--- config.mk ---
export PLATFORM = sky130hd
export DESIGN_NAME = chk_table
export DESIGN_NICKNAME = d
export VERILOG_FILES = /design/src/rtl/chk_table.sv
export SDC_FILE = /design/constraint.sdc
export NUM_CORES = 1
export LEC_CHECK = 0
export CELL_PAD_IN_SITES_DETAIL_PLACEMENT = 1
export CELL_PAD_IN_SITES_GLOBAL_PLACEMENT = 1
export CORE_MARGIN = 2
export CORE_UTILIZATION = 40
export DETAILED_ROUTE_END_ITERATION = 8
export GPL_ROUTABILITY_DRIVEN = 0
export PLACE_DENSITY = 0.64
export SYNTH_ARGS = -nofsm -noshare
export SYNTH_HDL_FRONTEND = slang
export SYNTH_SLANG_ARGS = --single-unit
--- constraint.sdc ---
create_clock -name i_clk -period 7.7 [get_ports i_clk]
set_clock_uncertainty 0.2 [all_clocks]
set_input_delay 1.54 -clock i_clk [delete_from_list [all_inputs] [get_ports i_clk]]
set_output_delay 1.54 -clock i_clk [all_outputs]
set_load 0.02 [all_outputs]
--- src/rtl/chk_table.sv ---
// rtl/chk_table.sv - checkpoint table: one sync write port, one combinational read port, no reset
module chk_table #(
  parameter int NUM_TEST = 17,
  parameter int IDX_W    = 5
) (
  input  logic             i_clk,
  input  logic             i_we,
  input  logic [IDX_W-1:0] i_waddr,
  input  logic [63:0]      i_wdata,
  input  logic [IDX_W-1:0] i_raddr,
  output logic [63:0]      o_rdata
);

  logic [63:0] r_mem [NUM_TEST];

  // Contents survive reset so a re-run needs only START.
  always_ff @(posedge i_clk) begin
    if (i_we && (int'(i_waddr) < NUM_TEST)) begin
      r_mem[i_waddr] <= i_wdata;
    end
  end

  assign o_rdata = (int'(i_raddr) < NUM_TEST) ? r_mem[i_raddr] : 64'd0;

endmodule

### Yosys cells after proc, flatten, opt, wreduce, memory -nomap -nowiden

Memory sizes are Yosys's and may differ from the RTL's.
Index checks and enable logic that the tools add are counted.

* register bits: 0
* latch bits: 0
* bits in writable memories: 1088
* memory bits (read-only): 0
* input bits: 76
* output and inout port bits: 64
* logic and storage cells: 7
* memories kept: 1

Memory list
* r_mem: depth 17, bits a word 64, rd ports 1, clocked after memory_dff 0, write ports 1, line 14 `logic [63:0] r_mem [NUM_TEST];`

* add/sub/neg operators: 0
* multipliers: 0
* divide/modulo/power cells: 0
* magnitude comparators: 2
* equal/unequal tests: 0
* shifts and indexed selects: 0
* multiplexer cells: 3
* bitwise gates (word level): 0
* reduce and logical (&&, ||, !) cells: 1

Operators with widths (count)
* 2-to-1 mux 64 bit: 1
* less-than comparator 5 bit, second input constant: 2
* 2-to-1 mux 1 bit: 2
* logical AND 1 bit: 1

### Logic depth before layout (Yosys ltp)

Gate-level depths: netlist of the first run.

* word-level depth: 4
* depth in mapped cells: 7
* mapped depth without buffers: 4

### Least setup slack after synthesis of the first run

OpenSTA, ideal clock, no wires.

* path kind: input to register
* start: input port i_we
* end: memory r_mem[6][0], enable pin
* setup time: 0.486 ns
* data arrival time: 4.626 ns
* required time: 7.014 ns
* slack: 2.387 ns
* stages on the path: 3
* buffers on the path: 0
* cells stage by stage: nor2b_1 -> nand3b_1 -> nor2_1

* cells in the longest elaborated chain, start to end: 3

RTL lines
* start: declaration: line 7 `input logic i_we,`
* logical AND 1 bit: line 18 `if (i_we && (int'(i_waddr) < NUM_TEST)) begin`
* 2-to-1 mux 1 bit: line 18
* 2-to-1 mux 1 bit (not written as such): line 19 `r_mem[i_waddr] <= i_wdata;`
* end: declaration: line 14

No other way between the ends.

### Final worst setup path of the first run

* start: input port i_raddr[2]
* end: output port o_rdata[19]

* cells in the longest elaborated chain, start to end: 2
* elaborated cells on any way between the ends: 3
* classes of those cells: 1 x order compare; 1 x mux; 1 x memory

RTL lines
* start: declaration: line 10 `input logic [IDX_W-1:0] i_raddr,`
* memory read (17 x 64 bit) / less-than comparator 5 bit (equally long branches)
* 2-to-1 mux 64 bit *: line 23 `assign o_rdata = (int'(i_raddr) < NUM_TEST) ? r_mem[i_raddr] : 64'd0;`
* end: declaration: line 11 `output logic [63:0] o_rdata`

Mark *: on every way between the ends. The rest lies on a longest branch, timed or not.

==> results of run 1 <==
report_power, final:
part / leakage (uW) / internal (uW) / switching (uW)
clock network: 0.00169 / 2910 / 2230
registers: 0.00980 / 6590 / 17.1
logic: 0.00511 / 250 / 459
total: 0.0166 / 9750 / 2710
through the flow:
stage / hold WS, ns / total power, uW / cells / setup WS, ns
global route: 1.47 / 12800 / 4063 / 1.23
detailed placement: 2.14 / 7450 / 3853 / 1.38
global placement: 2.12 / 7420 / 3853 / 1.43
floorplan: 1.44 / 7110 / 2414 / 2.39
CTS: 1.43 / 12600 / 4062 / 1.36
finish: 1.47 / 12500 / 4063 / 1.35
worst max-delay path by stage:
stage / end / slack [ns] / cells after the start
2_1_floorplan: r_mem[6][0]$_DFFE_PP_ / 2.39 / 3
3_3_place_gp: o_rdata[19] / 1.43 / 7
3_5_place_dp: o_rdata[19] / 1.38 / 7
4_1_cts: o_rdata[19] / 1.36 / 7
5_1_grt: o_rdata[19] / 1.23 / 7
6_report: o_rdata[19] / 1.35 / 7
layer usage:
layer | vias up | share of wire | global-route usage
met2 | 563 | 0.48 | 0.332
met4 | 8 | 0.019 | 0.0533
met1 | 11900 | 0.45 | 0.286
met3 | 143 | 0.049 | 0.0319
li1 | 9814 | - | -
met5 | - | 0.00049 | 0
cells by family after synthesis:
| kind of cell | share of synthesized area |
|---|---|
| simple gates | 0.0447 |
| buf+inv | 0.0184 |
| mux | 0.122 |
| flops | 0.777 |
| compound gates | 0.0381 |
final cells by class:
| type | count | area, um2 |
|---|---|---|
| antenna | 1 | 2.50 |
| clock buffer | 132 | 2900 |
| clock inverter | 77 | 553 |
| fill | 9875 | 55300 |
| multi-input combinational | 1192 | 8790 |
| sequential | 1088 | 32700 |
| tap | 1380 | 1730 |
| timing repair buffer | 193 | 1980 |
synthesized netlist by cell type:
cell	number	area share
buf_1	7	0.00062
nand3_1	194	0.023
nor2_4	1	0.00027
buf_4	47	0.0084
clkbuf_1	34	0.0030
nand2b_1	3	0.00045
buf_6	6	0.0016
edfxtp_1	1088	0.78
a22oi_1	128	0.023
nand2_1	194	0.017
and2_1	2	0.00030
a21oi_1	128	0.015
buf_2	40	0.0048
mux2i_1	512	0.12
nor2_1	20	0.0018
or2_2	2	0.00030
nand3b_1	2	0.00036
and3_1	1	0.00015
nor2b_1	5	0.00074
==> impl_metrics.toml, run 1 <==
[timing]
rsz0062_at_grt = "false"
max_clock_freq_ghz = 0.157
tns_ns = 0
slew_viol_final = 0
setup_viol = 0
worst_pin_slew_ns = 1.30
hold_violations = 0
relSlewSlack = 0.130
fin_crit_ns = 6.35
fin_crit_sh = 0.825

[route]
postRouteAntennaNets = 0
firstDrtPassIters = 5
vias_per_cell = 5.51
wl_per_cell_um = 27.2
routed_wl_um = 110000
num_vias = 22400
drc = 0
drtIter0Drc = 1870

[global_route]
antenna_found_initial = 5
grt_pass1_vias = 23900
grt_start_max_net_pins = 75
track_usage = 0.204
grt_first_pass_wirelength_um = 160000
grt_overflow_total = 0

[layout]
top_register = "r_mem"
layout_common_cells = "1088 x edfxtp_1, 512 x mux2i_1, 194 x nand2_1, 194 x nand3_1, 137 x clkdlybuf4s50_1"
drive_gt1_frac = 0.0884
nets = 2662
largest_reg_flops = 1088
syn2layout_area_growth_pct = 15.6
final_common_cell = "edfxtp_1"
reg_top3 = "r_mem: 1088 flops"
final_util = 0.468
stdcell_area_mm2 = 0.0486

[synth]
syn_nets = 2490
yosysWarnings = 0
synthesis.area_mm2 = 0.0421
synthCells = 2414
yosysSeqAreaShare = 0.777
ys_seq_elements = 1088
synth_cell_type_count = 19
syn_area_per_cell_um2 = 17.4

[hold_path]
hold_start = "i_waddr[4]"
hold_path_depth = 3
hold_end = "r_mem[16][22]$_DFFE_PP_"
hold_class = "in2reg"

[die]
die_x_um = 328
die_height_um = 328
fp.coreArea_mm2 = 0.104
die_area_mm2 = 0.108
rows = 118
io_pins = 140
start_util = 0.405

[setup_path]
cp_cell_sequence = "clkdlybuf4s50_1 > nor2b_4 > buf_4 > a21oi_1 > nand3_1 > nand3_1 > clkdlybuf4s50_1"
critPathCaptureType = "output pin"
cp_slowest_cell = "clkdlybuf4s50_1"
startpoint = "i_raddr[2]"
worstSetupPathType = "in2out"
critPathMaxFanout = 16
crit_required_ns = 5.96
crit_path_start_kind = "primary input"
crit_family = "buffers and inverters"
cp_slowest_stage_delay_ns = 0.89
arrival_ns = 4.61
critPathBufInv = 3

[cts]
ctsLongestPathBuffers = 3
cts_root_buffer = "clkbuf_16"
cts-htree-levels = 3
post-cts-setup-buffers = 0
cts_resized = 0
clk_pin_slew_ns = 0.06
cts_sinks = 1088
cts_tree = "yes"
cts_made_buffers = 111
cts_hold_buf = 0

[power_and_ir_drop]
peakVddDrop_mv = 0.169
leakage_uw = 0.0166
pwr_density_cell_mw_per_mm2 = 256

[placed_design]
dp_hpwl_um = 57300
placedInstanceArea_mm2 = 0.0452
io_buffers = 139

[flow_run]
maxCapViolCount = 0

[outcome]
status = "completed"
Power figures use the tool's default switching activity.
==> inputs of run 2 (changes only) <==
Clock period 7.7 ns to 6.2 ns, I/O delays scaled along.
==> run 2 against run 1 <==
  * Die area stayed put
  * Sequential power is 24% higher
  * Largest cell class unchanged
  * Global-route usage is 0.21 points lower
  * Worst hold slack worse by 0.17 ns
  * Via count is 0.14% lower
  * First-iteration DRC count is 16% lower
  * Critical path type unchanged
  * Clock power is 29% higher
  * Non-clock buffer count is 4 higher
==> impl_metrics.toml, run 2 (synthesis gave the netlist of run 1 again) <==
[timing]
slew_viol_final = 0
worst_pin_slew_ns = 1.14
rsz0062_at_grt = "false"
fin_crit_sh = 0.874
relSlewSlack = 0.236
setup_viol = 0
hold_violations = 0
fin_hold_ws_ns = 1.30
tns_ns = 0
fin_crit_ns = 5.42
max_clock_freq_ghz = 0.185

[layout]
top_register = "r_mem"
syn2layout_area_growth_pct = 16.5
nFillCells = 9846
layout_common_cells = "1088 x edfxtp_1, 512 x mux2i_1, 194 x nand2_1, 194 x nand3_1, 137 x clkdlybuf4s50_1"
fin_cells = 4064
largest_reg_flops = 1088
regArea_mm2 = 0.0327
final_common_cell = "edfxtp_1"
drive_gt1_frac = 0.0932
nets = 2666
reg_top3 = "r_mem: 1088 flops"
multi_input_area_mm2 = 0.00879

[cts]
cts_tree = "yes"
cts_resized = 0
cts-htree-levels = 3
clk_pin_slew_ns = 0.06
ctsLongestPathBuffers = 3
post-cts-setup-buffers = 0
cts_hold_buf = 0
cts_sinks = 1088
cts_made_buffers = 111
cts_root_buffer = "clkbuf_16"

[setup_path]
crit_required_ns = 4.76
cp_cell_sequence = "clkdlybuf4s50_1 > and2_4 > buf_12 > nand2_1 > nand3_1 > nand3_1 > clkdlybuf4s50_1"
arrival_ns = 3.98
critPathMaxFanout = 29
endpoint = "o_rdata[14]"
crit_path_start_kind = "primary input"
critPathCaptureType = "output pin"
worstSetupPathType = "in2out"
cp_slowest_cell = "clkdlybuf4s50_1"
cp_slowest_stage_delay_ns = 0.86
startpoint = "i_raddr[2]"

[route]
firstDrtPassIters = 5
wl_per_cell_um = 26.7
vias_per_cell = 5.50
num_vias = 22400
drtIter0Drc = 1579
postRouteAntennaNets = 0
drc = 0
routed_wl_um = 109000

[placed_design]
dp_hpwl_um = 57600
io_buffers = 139
dp_cells = 3857

[die]
rows = 118
io_pins = 140
fp.coreArea_mm2 = 0.104
die_height_um = 328
die_x_um = 328
start_util = 0.405
die_area_mm2 = 0.108

[hold_path]
hold_class = "in2reg"

[power_and_ir_drop]
pwr_density_cell_mw_per_mm2 = 321
total_power_uw = 15700
peakVddDrop_mv = 0.260
leakage_uw = 0.0168

[global_route]
grt_overflow_total = 0
grt_start_max_net_pins = 90
track_usage = 0.202
antenna_found_initial = 6
grt_first_pass_wirelength_um = 160000
grt_pass1_vias = 24200

[flow_run]
maxCapViolCount = 0

[outcome]
status = "completed"
## run 2: where the power goes
group / leakage [uW] / switching, uW / internal, uW
logic: 0.00518 / 568 / 317
registers: 0.00980 / 21.4 / 8190
clock network: 0.00178 / 2760 / 3860
## run 2: worst min-delay path by stage
| stage | cells past startpoint | start | to | slack (ns) |
|---|---|---|---|---|
| after floorplan | 0 | i_wdata[0] | r_mem[0][0]$_DFFE_PP_ | 1.14 |
| final | 1 | i_wdata[7] | r_mem[14][7]$_DFFE_PP_ | 1.30 |
| after CTS | 1 | i_wdata[7] | r_mem[14][7]$_DFFE_PP_ | 1.25 |
| after global placement | 1 | i_wdata[7] | r_mem[4][7]$_DFFE_PP_ | 1.96 |
| after global routing | 3 | i_waddr[4] | r_mem[16][13]$_DFFE_PP_ | 1.33 |
| after detailed placement | 1 | i_wdata[7] | r_mem[6][7]$_DFFE_PP_ | 1.98 |
## run 2: final cells by class
class                      count  share of cell area
sequential                  1088               0.667
multi-input combinational   1192               0.179
clock buffer                 127              0.0588
timing repair buffer         197              0.0446
tap                         1380              0.0352
clock inverter                79              0.0149
antenna                        1           0.0000511
## run 2: layer usage
| layer | track usage | part of all wire | up-vias |
|---|---|---|---|
| li1 | - | - | 9844 |
| met1 | 0.280 | 0.45 | 11800 |
| met2 | 0.331 | 0.49 | 525 |
| met3 | 0.0316 | 0.046 | 152 |
| met4 | 0.0557 | 0.021 | 10 |
| met5 | 0 | 0.00064 | - |
## run 2: through the flow
step | setup WS [ns] | area, um2 | utilization
global route | 0.704 | 49000 | 0.471
CTS | 0.814 | 49000 | 0.471
finish | 0.783 | 49000 | 0.471
floorplan | 1.19 | 42100 | -
global placement | 0.886 | 45400 | 0.437
detailed placement | 0.812 | 45400 | 0.437
## run 2: worst max-delay path, delay by kind of cell
kind / cells / cell delay, ns
buffers and inverters: 3 / 1.72
and+or+nand+nor: 4 / 0.95
==> inputs of run 3 (changes only) <==
Settings changed: CORE_MARGIN 2 to not set.
==> run 3 against run 2 <==
  * Via count increased by 0.72%
  * Setup slack worse by 0.042 ns
  * Worst hold slack worse by 0.0048 ns
  * Power up 0.52%
  * First-iteration DRC count grew 13%
  * Routed wire length rose by 3.4%
  * Non-clock buffer count is 7 higher
  * Sequential share of layout area about the same
  * Clock power grew 1%
  * Critical path type unchanged
  * Largest power group unchanged
==> impl_metrics.toml, run 3 (synthesis gave the netlist of run 1 again) <==
[cts]
cts_tree = "yes"
cts_sinks = 1088
ctsLongestPathBuffers = 3
post-cts-setup-buffers = 0
cts-htree-levels = 3
cts_root_buffer = "clkbuf_16"
cts_resized = 0
cts_hold_buf = 0
clk_pin_slew_ns = 0.06
cts_made_buffers = 108

[setup_path]
arrival_ns = 4.02
worstSetupPathType = "in2out"
critPathCaptureType = "output pin"
crit_path_start_kind = "primary input"
crit_required_ns = 4.76
critPathMaxFanout = 25

[die]
io_pins = 140
fp.coreArea_mm2 = 0.104
die_height_um = 326
rows = 118
start_util = 0.405
die_x_um = 326
die_area_mm2 = 0.106

[flow_run]
maxCapViolCount = 0

[placed_design]
dpl_worst_slack_ns = 0.832
dp_hpwl_um = 59800
io_buffers = 139

[outcome]
status = "completed"

[timing]
relSlewSlack = 0.162
slew_viol_final = 0
hold_violations = 0
fin_crit_sh = 0.881
fin_crit_ns = 5.46
worst_pin_slew_ns = 1.25
max_clock_freq_ghz = 0.183
setup_viol = 0
tns_ns = 0
rsz0062_at_grt = "false"
setup_slack_ns = 0.740
fin_hold_ws_ns = 1.29

[layout]
largest_reg_flops = 1088
final_common_cell = "edfxtp_1"
n_antenna_cell = 0
reg_top3 = "r_mem: 1088 flops"
final_util = 0.471
layout_common_cells = "1088 x edfxtp_1, 512 x mux2i_1, 194 x nand2_1, 194 x nand3_1, 129 x clkdlybuf4s50_1"
nets = 2670
top_register = "r_mem"
syn2layout_area_growth_pct = 16.5
nFillCells = 9797
drive_gt1_frac = 0.0991

[power_and_ir_drop]
peakVddDrop_mv = 0.195
leakage_uw = 0.0168
pwr_density_cell_mw_per_mm2 = 322

[route]
num_vias = 22500
routed_wl_um = 112000
drc = 0
vias_per_cell = 5.54
wl_per_cell_um = 27.6
drtIter0Drc = 1784
firstDrtPassIters = 5
postRouteAntennaNets = 0

[global_route]
grt_overflow_total = 0
antenna_found_initial = 7
grt_first_pass_wirelength_um = 162000
track_usage = 0.208
grt_start_max_net_pins = 81
grt_pass1_vias = 24300

[hold_path]
hold_class = "in2reg"
==> run 3: cell types whose count changed in the layout (fill, tap and decap cells not counted), sizes merged <==
cell / change
clkinv: -19
clkinvlp: +6
inv: +1
bufinv: +3
diode: -1
clkbuf: +2
buf: +15
clkdlybuf4s50: -8
==> run 3: power by group <==
group | switching (uW) | internal, uW
Clock | 2780 | 3920
Sequential | 22.1 | 8190
Combinational | 575 | 316
==> run 3: layout make-up <==
cell class / count / area [um2] / share of cell area
multi-input combinational: 1192 / 8790 / 0.179
sequential: 1088 / 32700 / 0.667
timing repair buffer: 204 / 2190 / 0.0448
clock inverter: 70 / 797 / 0.0163
clock buffer: 129 / 2820 / 0.0576
tap: 1380 / 1730 / 0.0352
==> run 3: per-stage QoR <==
| step | area [um2] | instances | total power (uW) |
|---|---|---|---|
| floorplan | 42100 | 2414 | 8820 |
| global placement | 45400 | 3864 | 9220 |
| detailed placement | 45400 | 3864 | 9260 |
| CTS | 49000 | 4063 | 15900 |
| global route | 49000 | 4063 | 16200 |
| finish | 49000 | 4063 | 15800 |
==> run 3: path summary, 6_finish.rpt <==
path | startpoint | endpoint | depth (start not counted)
max | i_raddr[2] | o_rdata[19] | 7
min | i_wdata[8] | r_mem[11][8]$_DFFE_PP_ | 1
==> run 3: layer usage <==
| metal | track usage | vias up | wire [um] |
|---|---|---|---|
| met5 | 0 | - | 78 |
| met4 | 0.0498 | 12 | 2300 |
| met3 | 0.0437 | 162 | 6870 |
| met2 | 0.342 | 627 | 54100 |
| met1 | 0.284 | 11900 | 49000 |
| li1 | - | 9831 | - |
==> run 3: critical path: stages <==
cell,delay [ns]
clkdlybuf4s50_1,0.83
nor2b_4,0.29
buf_4,0.49
a22oi_1,0.19
nand3_1,0.13
nand3_1,0.22
clkdlybuf4s50_1,0.61
